--- src/rtl/vga_bar_render.sv ---
// vga_bar_render: pixel-colour stage behind the 640x480 VGA sync generator.
// Renders the latest XADC sample as a vertical bar with green/yellow/red
// threshold colouring. The output is a two-stage pipeline that advances on
// the rising edge of the 25 MHz p_tick. Syncs are delayed by the same amount
// so they stay aligned with rgb.
// Build option: define VGA_BAR_PEAK_HOLD_EN to add a white peak-marker line
// that decays by one row every DECAY_FRAMES frames.
module vga_bar_render #(
    parameter int unsigned BAR_X0       = 300,
    parameter int unsigned BAR_W        = 40,
    parameter int unsigned LVL_WARN     = 320,
    parameter int unsigned LVL_CRIT     = 420,
    parameter logic [11:0] BG_COLOR     = 12'h112,
    parameter int unsigned DECAY_FRAMES = 8
) (
    input  logic        clk,
    input  logic        rst,
    input  logic        p_tick,
    input  logic        video_on,
    input  logic [9:0]  pixel_x,
    input  logic [9:0]  pixel_y,
    input  logic        hsync_n_i,
    input  logic        vsync_n_i,
    input  logic [11:0] sample_data,
    input  logic        sample_valid,
    output logic        sample_ready,
    output logic [11:0] rgb,
    output logic        hsync_n_o,
    output logic        vsync_n_o
);

    localparam logic [9:0]  X_LO       = 10'(BAR_X0);
    localparam logic [9:0]  X_HI       = 10'(BAR_X0 + BAR_W);
    localparam logic [9:0]  LVL_WARN_V = 10'(LVL_WARN);
    localparam logic [9:0]  LVL_CRIT_V = 10'(LVL_CRIT);
    localparam logic [11:0] COL_RED    = 12'hF00;
    localparam logic [11:0] COL_YEL    = 12'hFF0;
    localparam logic [11:0] COL_GRN    = 12'h0F0;

    // Scale a 12-bit sample to a bar height of 0..479 rows.
    function automatic logic [9:0] bar_height(input logic [11:0] lvl);
        return 10'((20'(lvl) * 20'd15) >> 7);
    endfunction

    logic        p_tick_q;
    logic        tick_en;
    logic        frame_upd;
    logic        accept;
    logic        full;
    logic [11:0] shadow;
    logic [11:0] active;
    logic [9:0]  h_act;
    logic        in_col;
    logic [9:0]  row_lvl;

    logic        s1_in_bar;
    logic [9:0]  s1_row_lvl;
    logic        s1_video_on;
    logic        s1_hsync_n;
    logic        s1_vsync_n;
    logic [11:0] rgb_next;

    // Edge-detect the pixel square wave so everything stays on clk.
    always_ff @(posedge clk or posedge rst) begin
        if (rst) begin
            p_tick_q <= 1'b0;
        end else begin
            p_tick_q <= p_tick;
        end
    end

    assign tick_en = p_tick & ~p_tick_q;

    // s1_vsync_n holds vsync as seen on the previous tick, so a 1->0 step marks a new frame.
    assign frame_upd    = tick_en & s1_vsync_n & ~vsync_n_i;
    assign accept       = sample_valid & ~full;
    assign sample_ready = ~full;

    // Shadow register and its full flag; a pending sample is only consumed at a frame boundary.
    always_ff @(posedge clk or posedge rst) begin
        if (rst) begin
            shadow <= '0;
            full   <= 1'b0;
        end else begin
            if (accept) begin
                shadow <= sample_data;
            end
            if (frame_upd && full) begin
                full <= 1'b0;
            end else if (accept) begin
                full <= 1'b1;
            end
        end
    end

    // Displayed level changes only at the vsync falling edge so a frame is never torn.
    always_ff @(posedge clk or posedge rst) begin
        if (rst) begin
            active <= '0;
        end else if (frame_upd && full) begin
            active <= shadow;
        end
    end

    assign h_act   = bar_height(active);
    assign in_col  = (pixel_x >= X_LO) && (pixel_x < X_HI);
    assign row_lvl = 10'd479 - pixel_y;

`ifdef VGA_BAR_PEAK_HOLD_EN
    localparam int unsigned DCNT_W = (DECAY_FRAMES > 1) ? $clog2(DECAY_FRAMES) : 1;
    localparam logic [DCNT_W-1:0] DCNT_RELOAD = DCNT_W'(DECAY_FRAMES - 1);

    logic [9:0]        peak;
    logic [DCNT_W-1:0] decay_cnt;
    logic [9:0]        h_next;
    logic              peak_line;
    logic              s1_peak_line;

    // Height that becomes visible at this frame boundary.
    assign h_next = full ? bar_height(shadow) : h_act;

    // Peak tracker: a new maximum reloads the decay down-counter; at terminal count the peak drops one row.
    always_ff @(posedge clk or posedge rst) begin
        if (rst) begin
            peak      <= '0;
            decay_cnt <= '0;
        end else if (frame_upd) begin
            if (h_next > peak) begin
                peak      <= h_next;
                decay_cnt <= DCNT_RELOAD;
            end else if (decay_cnt == '0) begin
                if (peak != '0) begin
                    peak <= peak - 10'd1;
                end
                decay_cnt <= DCNT_RELOAD;
            end else begin
                decay_cnt <= decay_cnt - 1'b1;
            end
        end
    end

    assign peak_line = in_col && (peak != '0) &&
                       ((row_lvl == peak) || (row_lvl == peak - 10'd1));

    // Peak-line flag travels alongside the other stage-1 terms.
    always_ff @(posedge clk or posedge rst) begin
        if (rst) begin
            s1_peak_line <= 1'b0;
        end else if (tick_en) begin
            s1_peak_line <= peak_line;
        end
    end
`endif

    // Stage 1: geometry decisions and sync capture for the current pixel.
    always_ff @(posedge clk or posedge rst) begin
        if (rst) begin
            s1_in_bar   <= 1'b0;
            s1_row_lvl  <= '0;
            s1_video_on <= 1'b0;
            s1_hsync_n  <= 1'b1;
            s1_vsync_n  <= 1'b1;
        end else if (tick_en) begin
            s1_in_bar   <= video_on && in_col && (pixel_y >= (10'd480 - h_act));
            s1_row_lvl  <= row_lvl;
            s1_video_on <= video_on;
            s1_hsync_n  <= hsync_n_i;
            s1_vsync_n  <= vsync_n_i;
        end
    end

    // Colour priority: blanking, then peak marker, then threshold bands, then background.
    always_comb begin
        rgb_next = BG_COLOR;
        if (!s1_video_on) begin
            rgb_next = '0;
        end
`ifdef VGA_BAR_PEAK_HOLD_EN
        else if (s1_peak_line) begin
            rgb_next = 12'hFFF;
        end
`endif
        else if (s1_in_bar && (s1_row_lvl >= LVL_CRIT_V)) begin
            rgb_next = COL_RED;
        end else if (s1_in_bar && (s1_row_lvl >= LVL_WARN_V)) begin
            rgb_next = COL_YEL;
        end else if (s1_in_bar) begin
            rgb_next = COL_GRN;
        end
    end

    // Stage 2: registered colour and matching sync outputs.
    always_ff @(posedge clk or posedge rst) begin
        if (rst) begin
            rgb       <= '0;
            hsync_n_o <= 1'b1;
            vsync_n_o <= 1'b1;
        end else if (tick_en) begin
            rgb       <= rgb_next;
            hsync_n_o <= s1_hsync_n;
            vsync_n_o <= s1_vsync_n;
        end
    end

endmodule
--- config.mk ---
export PLATFORM = sky130hd
export DESIGN_NAME = vga_bar_render
export DESIGN_NICKNAME = d
export VERILOG_FILES = /design/src/rtl/vga_bar_render.sv
export SDC_FILE = /design/constraint.sdc
export NUM_CORES = 1
export LEC_CHECK = 0
export CORE_ASPECT_RATIO = 1.2
export CORE_MARGIN = 8
export CORE_UTILIZATION = 49
export DETAILED_ROUTE_END_ITERATION = 10
export GPL_TIMING_DRIVEN = 0
export PLACE_DENSITY = 0.77
export SLEW_MARGIN = 10
export SYNTH_ARGS = -nofsm -noshare
export SYNTH_HDL_FRONTEND = slang
export SYNTH_SLANG_ARGS = --single-unit
export TNS_END_PERCENT = 20
--- constraint.sdc ---
create_clock -name clk -period 4.5 [get_ports clk]
set_clock_uncertainty 0.1 [all_clocks]
set_input_delay 0.45 -clock clk [delete_from_list [all_inputs] [get_ports clk]]
set_output_delay 0.45 -clock clk [all_outputs]
set_load 0.1 [all_outputs]
Word-level counts from Yosys, hierarchy flattened --
Index checks and enable logic that the tools add are counted.
Cells by class: $add $sub $neg 2, multiply operators 1, magnitude comparators 5, multiplexer cells 6, bitwise operators 7, reduce and logical (&&, ||, !) cells 7
Operators with widths (count):
- $mux W12 | 3
- $ge A10 B9 Y1 const B | 3
- $mul A12 B4 Y16 const B | 1
- $ge A10 B10 Y1 | 1
- $lt A10 B9 Y1 const B | 1
- $sub A9 B10 Y10 const A | 1
- $sub A9 B9 Y10 const A | 1
- $mux W9 | 1
- $logic_and A1 B1 Y1 | 6
- $and A1 B1 Y1 | 4
- $not A1 Y1 | 3
- $mux W1 | 2
- $reduce_bool A2 Y1 | 1
Storage, ports and cells: bits in registers 54, bits of input ports 39, output and inout port bits 15

Depth between registers and ports, before layout --
word-level depth 6, gate-level depth with buffers 23

Worst setup path before layout --
OpenSTA, ideal clock, no wires.
path type register to register, start point register active[4], end point register s1_in_bar, library setup time 0.121 ns, data arrival time 4.607 ns, required time 4.279 ns, path slack -0.328 ns, cell stages (with the launch flop) 23, clock period less this slack 4.828 ns, cells stage by stage dfrtp_1 -> inv_1 -> fa_1 -> fa_1 -> inv_1 -> ha_1 -> a21o_1 -> a2bb2oi_2 -> nand2_1 -> a21oi_1 -> xor2_1 -> ha_1 -> and3_1 -> o211ai_1 -> a22oi_1 -> o41a_1 -> nor3_2 -> xnor2_1 -> ha_1 -> a21o_1 -> a21oi_1 -> o21ai_0 -> a22o_1
On the way: cells in the longest elaborated chain, start to end 4
Ends and longest elaborated chain:
- start, declared | line 51 | logic [11:0] active;
- start signal, assigned | line 101 | active <= shadow;
- $mul A12 B4 Y16 | line 42 | return 10'((20'(lvl) * 20'd15) >> 7);
- $sub A9 B9 Y10 | line 164 | s1_in_bar <= video_on && in_col && (pixel_y >= (10'd480 - h_act));
- $ge A10 B10 Y1 | line 164
- $logic_and A1 B1 Y1 | line 164
- end signal, assigned | line 164
- end, declared | line 56 | logic s1_in_bar;
No other way between the ends. A chain may end at the register's enable or synchronous reset.

Final worst setup path --
Same ends and word-level chain as after synthesis.

==> flow_metrics.py <==
metrics = {
    "sta": {
        "drv_slew": 0,
        "finalSetupViolCount": 1,
        "slew_headroom": 0.344,
        "timing.final.crit_share": 1.08,
        "finalSetupTns_ps": -346,
        "period_minus_slack_ps": 4850,
        "hold_violations": 0,
        "worstMarginPinSlew_ps": 981,
        "fin_ws_ps": -346,
        "rsz0062_at_grt": "true",
        "fmax_mhz": 206,
    },
    "cts": {
        "clk_pin_slew_ps": 80,
        "cts-root-buf": "clkbuf_8",
        "clock_path_buffers": 2,
        "clk_latency_ps": 300,
        "cts_tree": "built",
        "cts_sinks": 45,
        "numCtsBuffers": 5,
        "cts_max_level": 2,
    },
    "finish": {
        "nets": 478,
        "area_delta_synth_final_pct": 26.7,
        "multi_input_area_um2": 2080,
        "regArea_um2": 1130,
        "antenna_cells": 0,
        "nFillCells": 567,
        "post_route_cells_drive_above_1_share": 0.219,
    },
    "synthesis": {
        "avgSynthCellArea_um2": 10.4,
        "ys.warnings.count": 0,
        "async_flop_share": 1.00,
        "synthFlopType": "dfrtp_1",
        "seq_area_frac_synth": 0.338,
        "syn_inst": 321,
        "ys_types": 53,
        "synth_edf_count": 0,
        "synth_seq_cells": 45,
        "syn-cell-area_um2": 3340,
    },
    "min_path": {
        "hp-class": "primary input to asynchronous set/reset pin",
    },
    "floorplan": {
        "die_x_um": 91.4,
        "placeableCoreArea_um2": 6730,
        "die_h_um": 106,
        "dieArea_um2": 9730,
        "rows": 33,
        "boundaryPins": 54,
        "start_util": 0.497,
    },
    "routing": {
        "first_pass_iters": 4,
        "routedWlPerCell_um": 14.5,
        "vias": 2457,
        "drc_errors": 0,
        "drt-initial-drc-count": 105,
        "vias_per_cell": 5.16,
        "wirelength_mm": 6.91,
        "ant_nets": 0,
    },
    "global_route": {
        "grt_pass1_vias": 2746,
        "grt_pass1_wl_mm": 12.0,
        "grt_usage": 0.149,
        "grt_max_degree": 30,
        "overflow": 0,
        "grt_antenna_before_repair": 0,
    },
    "placement": {
        "portBuffers": 48,
        "dp_hpwl_mm": 5.64,
        "place_ws_ps": -441,
        "gp_congestion": 0.847,
    },
    "worst_setup_path": {
        "required_ps": 4590,
        "setup.worst_path.class": "register to register",
        "critPathLaunchType": "register",
        "cp_max_fo": 6,
        "reg2reg_slack_ps": -350,
        "critPathArrivalTime_ps": 4930,
        "worstSetupEndpointType": "register",
    },
    "job": {
        "cap_violations": 0,
    },
    "status": {
        "violations": "negative setup slack",
        "status": "finished with violations",
    },
}
[placed cells by master, fill, tap and decap left out, types with 5 or more instances in the layout]
cell / instances
clkdlybuf4s50_1: 48
xor2_1: 9
inv_1: 31
a21oi_2: 5
ha_1: 25
dfrtp_1: 40
inv_2: 10
xnor2_1: 8
mux2_2: 19
nand2_1: 24
nor2_1: 7
fa_1: 20
clkbuf_1: 6
buf_4: 16
a21o_1: 9
clkbuf_8: 6
o21ai_0: 23
[critical path, cell delays in order (launching register included)]
cell	delay (ps)
dfrtp_1	350
inv_2	70
buf_4	140
fa_1	500
fa_1	520
inv_1	40
ha_1	250
a21oi_2	240
nor2_2	80
or3b_4	390
o221ai_4	280
xnor2_2	130
o41a_1	430
nor3_2	200
xnor2_1	100
ha_1	310
a21o_1	200
a21oi_2	140
o21ai_2	80
a22o_1	180
[routing by layer]
layer,global-route usage,vias up,wire [µm]
met1,0.156,1190,2710
met2,0.287,45,3890
met3,0.0317,10,235
met5,0,-,0
li1,-,1212,-
met4,0.0445,0,74
[final cells by class]
type | count | share of cell area
well taps | 87 | 0.0257
repair buffers | 58 | 0.134
multi-input cells | 222 | 0.492
plain buffers | 14 | 0.0213
flip-flops and latches | 45 | 0.267
inverters | 42 | 0.0378
clock buffers | 7 | 0.0204
clock inverters | 1 | 0.00177
[through the flow]
| stage | instance area [µm²] | hold slack (ps) | utilization | instances |
|---|---|---|---|---|
| after floorplan | 3450 | 346 | - | 323 |
| after global placement | 4040 | 359 | 0.600 | 458 |
| after detailed placement | 4060 | 367 | 0.603 | 459 |
| after CTS | 4230 | 343 | 0.628 | 475 |
| after global routing | 4240 | 376 | 0.629 | 476 |
| final | 4240 | 341 | 0.629 | 476 |
[kinds of logic after synthesis]
group	after synthesis	share of synthesized area
AO/OA/AOI/OAI	66	0.138
XOR/XNOR	18	0.0472
adder cells (fa/ha/maj)	51	0.236
buffers and inverters	56	0.0741
flip-flops	45	0.338
multiplexers	20	0.0670
other	1	0.00112
AND/OR/NAND/NOR	64	0.0984
[synthesized netlist by cell type (all sizes together), types with 3 or more instances]
library cell | count | area [µm²]
a21oi | 10 | 65.1
and2 | 3 | 18.8
or3 | 4 | 26.3
fa | 20 | 400
nand2b | 4 | 25.0
mux2 | 19 | 214
o211ai | 3 | 22.5
buf | 9 | 71.3
xnor2 | 9 | 78.8
nand2 | 25 | 93.8
dfstp | 4 | 105
o31ai | 3 | 22.5
inv | 42 | 158
ha | 31 | 388
o21ai | 24 | 120
a22o | 3 | 26.3
a21o | 9 | 67.6
clkbuf | 5 | 18.8
nor3 | 5 | 30.0
dfrtp | 41 | 1030
xor2 | 9 | 78.8
nor2 | 8 | 32.5
nand3 | 5 | 25.0
[timing repair]
item | CTS | global route
endpoints found under the setup margin | 1 | 1
gates resized for setup | 5 | 2
hold endpoints to repair | 0 | 0
pin swaps | 10 | 5
hold buffers | 0 | 0
setup buffers | 8 | 1
[state kept, by name (all words and copies together) (netlist names)]
signal / cells
active: 12
shadow: 12
s1_row_lvl: 8
rgb: 5
full: 1
hsync_n_o: 1
p_tick_q: 1
s1_hsync_n: 1
s1_in_bar: 1
s1_video_on: 1
s1_vsync_n: 1
vsync_n_o: 1
[path summary, 6_finish.rpt]
check,from,end,cells after the start
max reg2reg,active[4],s1_in_bar,19
min reg2reg,rgb[1],rgb[1],1
max in group asynchronous,rst,vsync_n_o,3
min,rst,shadow[4],2
max,active[4],s1_in_bar,19
min in group clk,rgb[1],rgb[1],1
Power is left out: the tool's default activity adds up to more than one toggle a clock period on the data nets, which glitch-free logic cannot reach.
